File: config.mk
export PLATFORM = sky130hd
export DESIGN_NAME = psram16_wb
export DESIGN_NICKNAME = d
export VERILOG_FILES = /design/src/rtl/psram16_wb.sv
export SDC_FILE = /design/constraint.sdc
export NUM_CORES = 1
export LEC_CHECK = 0
export ABC_AREA = 1
export CAP_MARGIN = 30
export CORE_MARGIN = 2
export CORE_UTILIZATION = 40
export DETAILED_ROUTE_END_ITERATION = 8
export HOLD_SLACK_MARGIN = 0.06
export PLACE_DENSITY = 0.86
export SETUP_SLACK_MARGIN = 0.5
export SYNTH_ARGS = -nofsm -noshare
export SYNTH_HDL_FRONTEND = slang
export SYNTH_SLANG_ARGS = --single-unit
File: constraint.sdc
create_clock -name clk_i -period 1.6 [get_ports clk_i]
set_input_delay 0.24 -clock clk_i [delete_from_list [all_inputs] [get_ports clk_i]]
set_output_delay 0.24 -clock clk_i [all_outputs]
set_load 0.1 [all_outputs]
File: src/rtl/psram16_wb.sv
// Wishbone slave driving an asynchronous-mode cellular PSRAM.
// Each bus cycle maps to exactly one timed access with programmable wait states.
module psram16_wb #(
    parameter int unsigned READ_CYCLES  = 4,
    parameter int unsigned WRITE_CYCLES = 4,
    parameter int unsigned RECOVERY     = 1
) (
    input  logic        clk_i,
    input  logic        rst_i,
    input  logic [15:0] wb_dat_i,
    output logic [15:0] wb_dat_o,
    input  logic [31:0] wb_adr_i,
    input  logic [1:0]  wb_sel_i,
    input  logic        wb_we_i,
    input  logic        wb_cyc_i,
    input  logic        wb_stb_i,
    output logic        wb_ack_o,
    output logic [22:0] mem_addr,
    output logic        mem_clk,
    output logic        mem_cre,
    output logic        mem_ce_n,
    output logic        mem_oe_n,
    output logic        mem_we_n,
    output logic        mem_adv_n,
    output logic        mem_ub_n,
    output logic        mem_lb_n,
    output logic [15:0] mem_data_o,
    input  logic [15:0] mem_data_i,
    output logic        mem_data_oe
);

    localparam logic [1:0] StIdle    = 2'd0;
    localparam logic [1:0] StAccess  = 2'd1;
    localparam logic [1:0] StAck     = 2'd2;
    localparam logic [1:0] StRecover = 2'd3;

    localparam logic [3:0] ReadLoad    = 4'(READ_CYCLES - 1);
    localparam logic [3:0] WriteLoad   = 4'(WRITE_CYCLES - 1);
    localparam logic [3:0] RecoverLoad = 4'(RECOVERY - 1);

    logic [1:0]  state_q, state_d;
    logic [3:0]  cnt_q, cnt_d;
    logic [22:0] addr_q, addr_d;
    logic        ce_n_q, ce_n_d;
    logic        oe_n_q, oe_n_d;
    logic        we_n_q, we_n_d;
    logic        adv_n_q, adv_n_d;
    logic        ub_n_q, ub_n_d;
    logic        lb_n_q, lb_n_d;
    logic [15:0] wdata_q, wdata_d;
    logic        doe_q, doe_d;
    logic [15:0] rdata_q, rdata_d;

    logic        req;
    logic        unused_adr;

    assign req        = wb_cyc_i & wb_stb_i;
    // Address decode belongs to the interconnect; upper bits and the byte bit are dropped.
    assign unused_adr = ^{wb_adr_i[31:24], wb_adr_i[0]};

    always_comb begin
        state_d = state_q;
        cnt_d   = cnt_q;
        addr_d  = addr_q;
        ce_n_d  = ce_n_q;
        oe_n_d  = oe_n_q;
        we_n_d  = we_n_q;
        adv_n_d = adv_n_q;
        ub_n_d  = ub_n_q;
        lb_n_d  = lb_n_q;
        wdata_d = wdata_q;
        doe_d   = doe_q;
        rdata_d = rdata_q;

        unique case (state_q)
            StIdle: begin
                if (req) begin
                    addr_d  = wb_adr_i[23:1];
                    ub_n_d  = ~wb_sel_i[1];
                    lb_n_d  = ~wb_sel_i[0];
                    ce_n_d  = 1'b0;
                    adv_n_d = 1'b0;
                    if (wb_we_i) begin
                        we_n_d  = 1'b0;
                        wdata_d = wb_dat_i;
                        doe_d   = 1'b1;
                        cnt_d   = WriteLoad;
                    end else begin
                        oe_n_d = 1'b0;
                        cnt_d  = ReadLoad;
                    end
                    state_d = StAccess;
                end
            end
            StAccess: begin
                if (cnt_q != 4'd0) begin
                    cnt_d = cnt_q - 4'd1;
                end else begin
                    // OE_n is only low on reads, so it doubles as the access-type flag.
                    if (!oe_n_q) begin
                        rdata_d = mem_data_i;
                    end
                    ce_n_d  = 1'b1;
                    oe_n_d  = 1'b1;
                    we_n_d  = 1'b1;
                    adv_n_d = 1'b1;
                    ub_n_d  = 1'b1;
                    lb_n_d  = 1'b1;
                    state_d = StAck;
                end
            end
            StAck: begin
                doe_d = 1'b0;
                if (RECOVERY == 0) begin
                    state_d = StIdle;
                end else begin
                    cnt_d   = RecoverLoad;
                    state_d = StRecover;
                end
            end
            StRecover: begin
                if (cnt_q != 4'd0) begin
                    cnt_d = cnt_q - 4'd1;
                end else begin
                    state_d = StIdle;
                end
            end
            default: begin
                state_d = StIdle;
            end
        endcase
    end

    always_ff @(posedge clk_i) begin
        if (rst_i) begin
            state_q <= StIdle;
            cnt_q   <= 4'd0;
            addr_q  <= 23'd0;
            ce_n_q  <= 1'b1;
            oe_n_q  <= 1'b1;
            we_n_q  <= 1'b1;
            adv_n_q <= 1'b1;
            ub_n_q  <= 1'b1;
            lb_n_q  <= 1'b1;
            wdata_q <= 16'd0;
            doe_q   <= 1'b0;
            rdata_q <= 16'd0;
        end else begin
            state_q <= state_d;
            cnt_q   <= cnt_d;
            addr_q  <= addr_d;
            ce_n_q  <= ce_n_d;
            oe_n_q  <= oe_n_d;
            we_n_q  <= we_n_d;
            adv_n_q <= adv_n_d;
            ub_n_q  <= ub_n_d;
            lb_n_q  <= lb_n_d;
            wdata_q <= wdata_d;
            doe_q   <= doe_d;
            rdata_q <= rdata_d;
        end
    end

    // Ack follows the bus request so an aborted cycle completes silently.
    assign wb_ack_o    = (state_q == StAck) & req;
    assign wb_dat_o    = rdata_q;
    assign mem_addr    = addr_q;
    assign mem_clk     = 1'b0;
    assign mem_cre     = 1'b0;
    assign mem_ce_n    = ce_n_q;
    assign mem_oe_n    = oe_n_q;
    assign mem_we_n    = we_n_q;
    assign mem_adv_n   = adv_n_q;
    assign mem_ub_n    = ub_n_q;
    assign mem_lb_n    = lb_n_q;
    assign mem_data_o  = wdata_q;
    assign mem_data_oe = doe_q;

endmodule

* Yosys cells after proc, flatten, opt, wreduce, memory -nomap -nowiden
Cells that the tools add are included.
** Word-level totals
- Bits in registers :: 67
- Word-level logic and storage cells :: 64
** Cells by class
- Mux-type cells :: 23
- Bitwise logic cells :: 6
- Add/subtract/negate cells :: 1
- Reductions and logical operators :: 14
- Equality and inequality tests :: 9
** Operator list (number)
- 3-bit AND reduction :: 5
- 1-bit one-hot mux with 2 select lines :: 6
- 4-bit one-hot mux with 3 select lines :: 1
- 1-bit two-way mux :: 10
- 2-bit != test (second input constant) :: 5
- 4-bit two-way mux :: 2
- 2-bit one-hot mux with 4 select lines :: 1
- 4-bit AND reduction :: 2
- 2-bit two-way mux :: 3
- 2-bit equality test (second input constant) :: 2
- 1-bit NOT :: 4
- 2-bit AND reduction :: 2
- 2-bit nonzero test :: 2
- 4-bit nonzero test :: 1
- 4-bit by 1-bit subtractor with 4-bit output (second input constant) :: 1
- 1-bit AND :: 2
- 2-bit by 1-bit equality test with 1-bit output (second input constant) :: 1
- 2-bit logical NOT :: 1
- 2-bit by 1-bit != test with 1-bit output (second input constant) :: 1
- 2-bit OR reduction :: 1

* Longest topological paths before layout
Gate-level depths: netlist of the first run.
- Depth after elaboration :: 4
- Gate-level depth with buffers :: 10

* Worst setup path before layout of the first run
No wires, ideal clock.
- Path kind :: flip-flop to output port
- Start point :: register state_q[0]
- End point :: output wb_ack_o
- Stages on the path, launching flop included :: 5
- Setup slack :: -567 ps
- Arrival time :: 1927 ps
- Required time :: 1360 ps
- Path buffers :: 0
- Cells stage by stage :: dfxtp_1 inv_1 ha_1 inv_1 nor2_1
** On the way
- Cells in the longest elaborated chain, start to end :: 2
** RTL lines
- start, declared :: RTL line 41 : logic [1:0] state_q, state_d;
- start signal, assigned :: RTL line 136 : state_q <= StIdle;
- start signal, assigned :: RTL line 149 : state_q <= state_d;
- 2-bit equality test :: RTL line 165 : assign wb_ack_o = (state_q == StAck) & req;
- 1-bit AND :: RTL line 165
- end, declared :: RTL line 17 : output logic wb_ack_o,
Every way passes these cells.

* Worst setup path in the final report of the first run
- Start point :: register cnt_q[0]
- End point :: register oe_n_q, in the netlist mem_oe_n
** On the way
- Cells in the longest elaborated chain, start to end :: 3
** RTL lines
- start, declared :: RTL line 42 : logic [3:0] cnt_q, cnt_d;
- start signal, assigned :: RTL line 150 : cnt_q <= cnt_d;
- 4-bit nonzero test :: RTL line 96 : if (cnt_q != 4'd0) begin
- 2-bit != test (no source line)
- 4-bit AND reduction (no source line)
- end signal, assigned :: RTL line 153 : oe_n_q <= oe_n_d;
- end, declared :: RTL line 45 : logic oe_n_q, oe_n_d;
Every way passes these cells.
A chain may end at the register's enable or synchronous reset.

==> results of run 1 <==
==> area by class of cell <==
cell class	instances	area [um2]	share of cell area [%]
clock inverters	6	88.84	1.426
inverters	19	128.9	2.068
repair buffers	184	2476	39.74
flip-flops and latches	67	1491	23.94
well taps	77	96.34	1.546
multi-input cells	254	1784	28.63
repair inverters	3	41.29	0.6627
clock buffers	9	123.9	1.988
==> cells in the mapped netlist (all sizes together) <==
cell	instances
or2	1
a31oi	2
clkbuf	7
o21a	1
buf	12
nor2	124
nand2	27
inv	19
dfxtp	67
a21oi	5
o21ai	57
conb	1
ha	7
o21bai	2
nand3	17
nand4	3
==> report_power, final <==
group / total, uW / internal, uW / leakage, uW / switching, uW
Clock: 1660 / 877 / 0.000110 / 787
Sequential: 2540 / 2080 / 0.000580 / 457
Combinational: 6890 / 2560 / 0.00188 / 4330
Total: 11100 / 5520 / 0.00257 / 5570
==> registers in the layout, indices dropped and copies added, names as in the netlist <==
register     cells
mem_we_n         1
state_q          2
mem_addr        23
mem_oe_n         1
mem_lb_n         1
mem_ub_n         1
mem_data_o      16
mem_adv_n        1
mem_data_oe      1
cnt_q            4
wb_dat_o        16
==> repair_timing <==
action / CTS / global route
setup buffers: 24 / 23
gates resized for setup: 120 / 144
setup endpoints to repair: 130 / 130
pin swaps: 32 / 38
gates cloned: 9 / 3
==> metrics by stage <==
step	utilization (%)	instances
4_1_cts	86.50	593
3_5_place_dp	73.93	545
5_1_grt	97.02	619
2_1_floorplan	-	353
6_report	97.02	619
3_3_place_gp	73.93	545
==> per-layer routing <==
metal  track usage, %  routed length [um]  vias to the layer above
li1                 -                   -                     1520
met1            28.54                5384                     1779
met2            51.80                8193                      364
met3            7.122                1461                      123
met4            17.89                1281                        0
met5                0                   0                        -
==> cells in the final DEF (no fill, tap or decap), types with 3 or more instances in the layout <==
cell type and instances:
sky130_fd_sc_hd__nand3_4 3, sky130_fd_sc_hd__ha_4 5, sky130_fd_sc_hd__clkbuf_8 9, sky130_fd_sc_hd__buf_4 40, sky130_fd_sc_hd__inv_6 8, sky130_fd_sc_hd__dlygate4sd2_1 3, sky130_fd_sc_hd__nand2_1 14, sky130_fd_sc_hd__o21ai_1 19
sky130_fd_sc_hd__o21ai_2 37, sky130_fd_sc_hd__nand2_2 6, sky130_fd_sc_hd__nor2_2 36, sky130_fd_sc_hd__dfxtp_1 3, sky130_fd_sc_hd__nand2_4 8, sky130_fd_sc_hd__buf_12 67, sky130_fd_sc_hd__nor2_1 78, sky130_fd_sc_hd__nand4_1 3
sky130_fd_sc_hd__nand3_2 6, sky130_fd_sc_hd__nand2_8 5, sky130_fd_sc_hd__nand3_1 8, sky130_fd_sc_hd__dfxtp_4 28, sky130_fd_sc_hd__a21oi_2 4, sky130_fd_sc_hd__clkdlybuf4s50_1 58, sky130_fd_sc_hd__inv_1 8, sky130_fd_sc_hd__dfxtp_2 36
sky130_fd_sc_hd__clkinv_8 4, sky130_fd_sc_hd__buf_6 12, sky130_fd_sc_hd__nor2_4 9
==> kinds of logic after synthesis <==
family	synth area share, %
other	0.1389
AO/OA/AOI/OAI	12.79
buffers and inverters	7.646
AND/OR/NAND/NOR	26.51
adder cells (fa/ha/maj)	3.244
flip-flops	49.68
==> worst min-delay path, stage by stage <==
cell                              delay [ps]
sky130_fd_sc_hd__clkdlybuf4s50_1         400
sky130_fd_sc_hd__nor2_1                  100
sky130_fd_sc_hd__nor2_1                   50
==> worst paths after layout <==
kind | startpoint | to | slack (ps) | cells after the start
worst min-delay path | wb_adr_i[1] | mem_addr[0]$_SDFFE_PP0P_ | 450 | 3
worst max register to register | cnt_q[0]$_SDFFE_PP0P_ | mem_oe_n$_SDFFE_PP1P_ | -90 | 7
worst max-delay path | cnt_q[0]$_SDFFE_PP0P_ | mem_oe_n$_SDFFE_PP1P_ | -90 | 7
worst min register to register | cnt_q[1]$_SDFFE_PP0P_ | cnt_q[1]$_SDFFE_PP0P_ | 520 | 2
==> implementation parameters, run 1 <==
Parameter                              Value

Run status
  Status    finished with violations
  Violated checks    negative setup slack

Run
  Max capacitance violation total    0

Timing
  Final Hold Vio Count    0
  Clock Skew    22.03 ps
  Rel. slew slack    a little under half
  Upper clock frequency limit    ~0.59 GHz
  Final worst-path setup slack    -94.76 ps
  Tmin final    roughly 1700 ps
  Setup repair after global routing missed its margin    yes
  Final sum of negative setup slack    -288.3 ps
  Period utilisation layout    105.9%
  Final Setup Violations    8
  Number of pins exceeding their max-slew limit in the final report    0
  WHS    448.3 ps
  Pin slew with the least headroom to its limit    787.2 ps

Worst setup path
  Cell Chain, Critical Path    inv_1, ha_4, nand2_1, nand2_2, nand3_2, nand2_1, nand3_1
  Critical path endpoint category    register
  Longest individual stage delay on the worst path    between 300 and 400 ps
  Data required time of the critical path    around 1800 ps
  Number of buffer and inverter stages on the critical path    1
  Category of cells accounting for the largest share of critical-path delay    simple AND/OR/NAND/NOR gates
  Slowest cell on the critical path    sky130_fd_sc_hd__dfxtp_2
  Signal arrival time at the worst endpoint    1920 ps
  Max FO, Critical Path    4
  Most used cell along the critical path    sky130_fd_sc_hd__nand2_1
  Startpoint type of the worst setup path    register
  WS Path Type    register to register

Clock tree
  Clock net sink count    between 60 and 70
  Post-CTS Hold Buffers    0
  CTS Buf Count    9
  Clk root buf    sky130_fd_sc_hd__clkbuf_8
  Depth of the CTS H-tree    3
  Max clock buf depth    2
  Clock transition at the register clock pins on the worst setup and hold paths after CTS    around 90 ps
  CTS tree    done
  Later-pin clock latency in the skew report    around 370 ps

Routing
  Detailed-route wire length    ~16000 um
  Count of TritonRoute iterations in the first routing pass    5
  Iter 0 DRT Violations    between 400 and 500
  Antenna Nets Post-Route    0
  WL/cell    roughly 26 um
  Post-detailed-route via-to-cell ratio    6.116
  Total via count in the routed design    approximately 3800
  Post-detailed-route DRC marker count    0

Finish
  Area overhead of the layout relative to synthesis    130.8%
  Final nets    between 600 and 700
  Filler Cell Count    approximately 100
  Count of inserted antenna diode cells    0
  Fraction of layout cells with a size suffix above 1    62.55%
  Cell area after layout    around 6200 um2

Global routing
  Maximum number of pins on one net before global-route repair    24
  Global-route wire length before repair    between 15000 and 20000 um
  GRT Total Usage    28.40%
  GRT Residual Overflow    0
  Antenna violations before repair    0
  Via count of the first global-routing pass    3339

Floorplanning
  Starting utilization of the core area    between 40% and 50%
  Num ports    about 140
  Die height    about 86 um
  Width of the die    about 86 um
  Number of core rows    29
  Die outline area    7424 um2
  Core area    roughly 6400 um2

Logic synthesis
  Largest area contributor in the synthesized netlist    sky130_fd_sc_hd__dfxtp_1
  Average size of a mapped cell    between 7 and 8 um2
  Number of warnings printed during yosys synthesis    0
  Flops & latches, synth    67
  Synth Instances    352
  Count of unique library cells instantiated by Yosys    28
  Leading post-synthesis cells by cell area    sky130_fd_sc_hd__dfxtp_1, sky130_fd_sc_hd__nor2_1, sky130_fd_sc_hd__o21ai_0
  Netlist area before placement    ~2700 um2
  Sequential cell area fraction in the yosys report    49.68%
  Synth top area share    49.68%

Pwr
  Final Power    between 10000 and 15000 uW
  Worst IR drop on VDD    approximately 0.0014 V
  Power density normalized to cell area    between 1500 and 2000 nW/um2
  Leakage dissipation    between 0.002 and 0.003 uW

Place
  Post-Place Setup Slack    between 4 and 5 ps
  DPL Wire Length    around 5800 um
  Placer's final routability congestion estimate    approximately 0.8
  IO Port Bufs    around 120
  Cell area after placement    4748 um2

Worst hold path
  Worst min-delay path class    primary input to register
Note: power is estimated with default switching activity, not from simulation.
==> run 2: changes to the inputs <==
--- a/config.mk
+++ b/config.mk
@@ -8,10 +8,10 @@
 export ABC_AREA = 1
 export CAP_MARGIN = 30
 export CORE_MARGIN = 2
-export CORE_UTILIZATION = 40
+export CORE_UTILIZATION = 36
 export DETAILED_ROUTE_END_ITERATION = 8
 export HOLD_SLACK_MARGIN = 0.06
-export PLACE_DENSITY = 0.86
+export PLACE_DENSITY = 0.82
 export SETUP_SLACK_MARGIN = 0.5
 export SYNTH_ARGS = -nofsm -noshare
 export SYNTH_HDL_FRONTEND = slang
==> constraint.sdc (replaced) <==
create_clock -name clk_i -period 1.4 [get_ports clk_i]
set_input_delay 0.21 -clock clk_i [delete_from_list [all_inputs] [get_ports clk_i]]
set_output_delay 0.21 -clock clk_i [all_outputs]
set_load 0.1 [all_outputs]
==> implementation parameters, run 2 (same netlist as run 1, synthesis figures left out) <==
Parameter                              Value

Floorplanning
  Core area    7253 um2 (was 6422 um2)
  Width of the die    90.61 um (was 86.16 um)
  Die height    90.61 um (was 86.16 um)
  Starting utilization of the core area    37.23% (was 42.04%)
  Number of core rows    31 (was 29)
  Num ports    136 (unchanged)
  Die outline area    8209 um2 (was 7424 um2)

Place
  Number of cells in the design after placement    567 (was 545)
  DPL Wire Length    6002 um (was 5793 um)
  IO Port Bufs    124 (unchanged)
  Post-Place Setup Slack    -208.5 ps (was 4.544 ps)
  Placer's final routability congestion estimate    0.8481 (was 0.7980)

Clock tree
  Later-pin clock latency in the skew report    350 ps (was 370 ps)
  Clock net sink count    67 (unchanged)
  Max clock buf depth    2 (unchanged)
  Depth of the CTS H-tree    3 (unchanged)
  CTS tree    done (unchanged)
  CTS Buf Count    9 (unchanged)
  Post-CTS Hold Buffers    0 (unchanged)
  Clk root buf    sky130_fd_sc_hd__clkbuf_8 (unchanged)
  Clock transition at the register clock pins on the worst setup and hold paths after CTS    80 ps (was 90 ps)

Timing
  Number of pins exceeding their max-slew limit in the final report    0 (unchanged)
  Period utilisation layout    105.1%
  Upper clock frequency limit    ~0.68 GHz
  Setup repair after global routing missed its margin    yes (unchanged)
  Final worst-path setup slack    -72.01 ps (was -94.76 ps)
  Final Hold Vio Count    0 (unchanged)
  Final Setup Violations    30 (was 8)
  Tmin final    roughly 1500 ps
  Final sum of negative setup slack    -659.0 ps (was -288.3 ps)
  Pin slew with the least headroom to its limit    692.8 ps (was 787.2 ps)
  Rel. slew slack    53.82% (was 47.52%)
  Clock Skew    13.46 ps (was 22.03 ps)

Routing
  Iter 0 DRT Violations    112 (was 414)
  Count of TritonRoute iterations in the first routing pass    4 (was 5)
  Antenna Nets Post-Route    0 (unchanged)
  Post-detailed-route via-to-cell ratio    4.979 (was 6.116)
  Detailed-route wire length    9830 um (was 16320 um)
  Post-detailed-route DRC marker count    0 (unchanged)
  WL/cell    16.04 um (was 26.37 um)
  Total via count in the routed design    3052 (was 3786)

Worst setup path
  Startpoint type of the worst setup path    register (unchanged)
  WS Path Type    register to output pin (was register to register)
  Max FO, Critical Path    4 (unchanged)
  CP Capture Point    wb_ack_o (was mem_oe_n$_SDFFE_PP1P_)
  Crit Reg-Reg Startpoint    state_q[0]$_SDFFE_PP0P_ (was cnt_q[0]$_SDFFE_PP0P_)
  Worst setup slack for register-to-register paths    -50 ps (was -90 ps)
  Depth of the worst register-to-register path    8 (was 7)
  Signal arrival time at the worst endpoint    1260 ps (was 1920 ps)
  Data required time of the critical path    1190 ps (was 1820 ps)
  Critical path endpoint category    output pin (was register)
  Crit. Startpoint    state_q[0]$_SDFFE_PP0P_ (was cnt_q[0]$_SDFFE_PP0P_)
  Worst R2R End    mem_data_o[2]$_SDFFE_PP0P_ (was mem_oe_n$_SDFFE_PP1P_)

Global routing
  Global-route wire length before repair    15020 um (was 16170 um)
  Maximum number of pins on one net before global-route repair    35 (was 24)
  Via count of the first global-routing pass    3162 (was 3339)
  GRT Residual Overflow    0 (unchanged)
  Antenna violations before repair    0 (unchanged)
  GRT Total Usage    22.87% (was 28.40%)

Pwr
  Clock network fraction of design power    15.7% (was 15.0%)
  Worst IR drop on VDD    0.001114 V (was 0.001414 V)
  Power density normalized to cell area    1891 nW/um2 (was 1780 nW/um2)
  Leakage dissipation    0.002331 uW (was 0.002566 uW)
  Switching Share    48.02% (was 50.22%)
  Internal power    5779 uW (was 5523 uW)
  Final Power    11120 uW (was 11090 uW)
  Sequential cell fraction of total power    25.1% (was 22.9%)
  Share of total power in combinational logic    59.2% (was 62.1%)
  Net switching component of the power    5339 uW (was 5571 uW)

Finish
  Filler Cell Count    395 (was 103)
  Area overhead of the layout relative to synthesis    117.7% (was 130.8%)
  Final nets    587 (was 616)
  Commonest non-fill, non-tap cell in the layout    sky130_fd_sc_hd__nor2_1 (unchanged)
  Final cell count without fillers    613 (was 619)
  Fraction of layout cells with a size suffix above 1    53.89% (was 62.55%)
  Count of inserted antenna diode cells    0 (unchanged)
  Max FFs per register    23 (unchanged)
  Top library cells by usage in the layout, fill and taps aside    sky130_fd_sc_hd__nor2_1, sky130_fd_sc_hd__buf_12, sky130_fd_sc_hd__clkdlybuf4s50_1, sky130_fd_sc_hd__dfxtp_2, sky130_fd_sc_hd__nor2_4 (was sky130_fd_sc_hd__nor2_1, sky130_fd_sc_hd__buf_12, sky130_fd_sc_hd__clkdlybuf4s50_1, sky130_fd_sc_hd__buf_4, sky130_fd_sc_hd__o21ai_2)

Run
  Max capacitance violation total    0 (unchanged)

Run status
  Violated checks    negative setup slack (unchanged)
  Status    finished with violations (unchanged)

Worst hold path
  Worst min-delay path class    primary input to register (unchanged)
-- run 2: changes by cell type in the layout (fill, tap and decap cells not counted), moves of 4 or more --
| cell | delta |
|---|---|
| sky130_fd_sc_hd__o21ai_2 | -16 |
| sky130_fd_sc_hd__o21ai_1 | -8 |
| sky130_fd_sc_hd__dfxtp_2 | +20 |
| sky130_fd_sc_hd__o21ai_0 | +23 |
| sky130_fd_sc_hd__nand3_1 | +4 |
| sky130_fd_sc_hd__dfxtp_4 | -20 |
| sky130_fd_sc_hd__nor2_1 | +9 |
| sky130_fd_sc_hd__buf_4 | -21 |
| sky130_fd_sc_hd__nor2_4 | +18 |
| sky130_fd_sc_hd__nor2_2 | -27 |
-- run 2: worst min path at each step --
stage                                startpoint                           to  depth (start not counted)
after floorplan                           rst_i      state_q[0]$_SDFFE_PP0P_                          1
after global placement    cnt_q[1]$_SDFFE_PP0P_        cnt_q[1]$_SDFFE_PP0P_                          2
after detailed placement  mem_ub_n$_SDFFE_PP1P_        mem_ub_n$_SDFFE_PP1P_                          2
after CTS                          wb_adr_i[22]    mem_addr[21]$_SDFFE_PP0P_                          3
after global routing               wb_dat_i[11]  mem_data_o[11]$_SDFFE_PP0P_                          3
final                              wb_dat_i[11]  mem_data_o[11]$_SDFFE_PP0P_                          3
-- run 2: repair_timing --
| action | CTS | global route |
|---|---|---|
| cloned | 7 | 1 |
| pin swaps | 15 | 16 |
| setup endpoints to repair | 130 | 130 |
| resized for setup | 129 | 55 |
| buffers inserted | 14 | 8 |
-- run 2: through the flow --
step | hold WS (ps) | cell area [um2] | util [%]
3_5_place_dp | 472.1 | 4786 | 65.98
3_3_place_gp | 462.1 | 4786 | 65.98
6_report | 455.8 | 5878 | 81.04
2_1_floorplan | 269.4 | 2846 | -
5_1_grt | 461.1 | 5878 | 81.04
4_1_cts | 436.8 | 5633 | 77.66
-- run 2: layout make-up --
cell class	instances	area, um2	share of cell area (%)
Tap cell	99	123.9	2.107
Sequential cell	67	1441	24.52
Multi-Input combinational cell	250	1667	28.35
Timing Repair inverter	4	63.81	1.086
Timing Repair Buffer	158	2242	38.14
Inverter	19	122.6	2.086
Clock inverter	6	68.82	1.171
Clock buffer	10	148.9	2.533
-- run 2: layer usage --
metal | wire (um) | vias up | global-route usage (%)
met3 | 713 | 32 | 8.347
li1 | - | 1450 | -
met2 | 5132 | 134 | 42.79
met5 | 0 | - | 0
met4 | 299 | 0 | 7.051
met1 | 3685 | 1436 | 23.55
-- run 2: worst max-delay path, cell delays in order, from the launching register on --
cell and delay, ps:
sky130_fd_sc_hd__dfxtp_4 380, sky130_fd_sc_hd__inv_6 80, sky130_fd_sc_hd__ha_4 140, sky130_fd_sc_hd__inv_2 40
sky130_fd_sc_hd__nor2_4 90, sky130_fd_sc_hd__buf_12 180
-- run 2: power groups by stage --
stage	Combinational [uW]	Sequential, uW	Clock, uW
final	6580	2790	1750
after global routing	6860	2840	1860
after detailed placement	5350	2790	0
after floorplan	1520	4730	0
after CTS	6080	2760	1770
after global placement	5230	2760	0
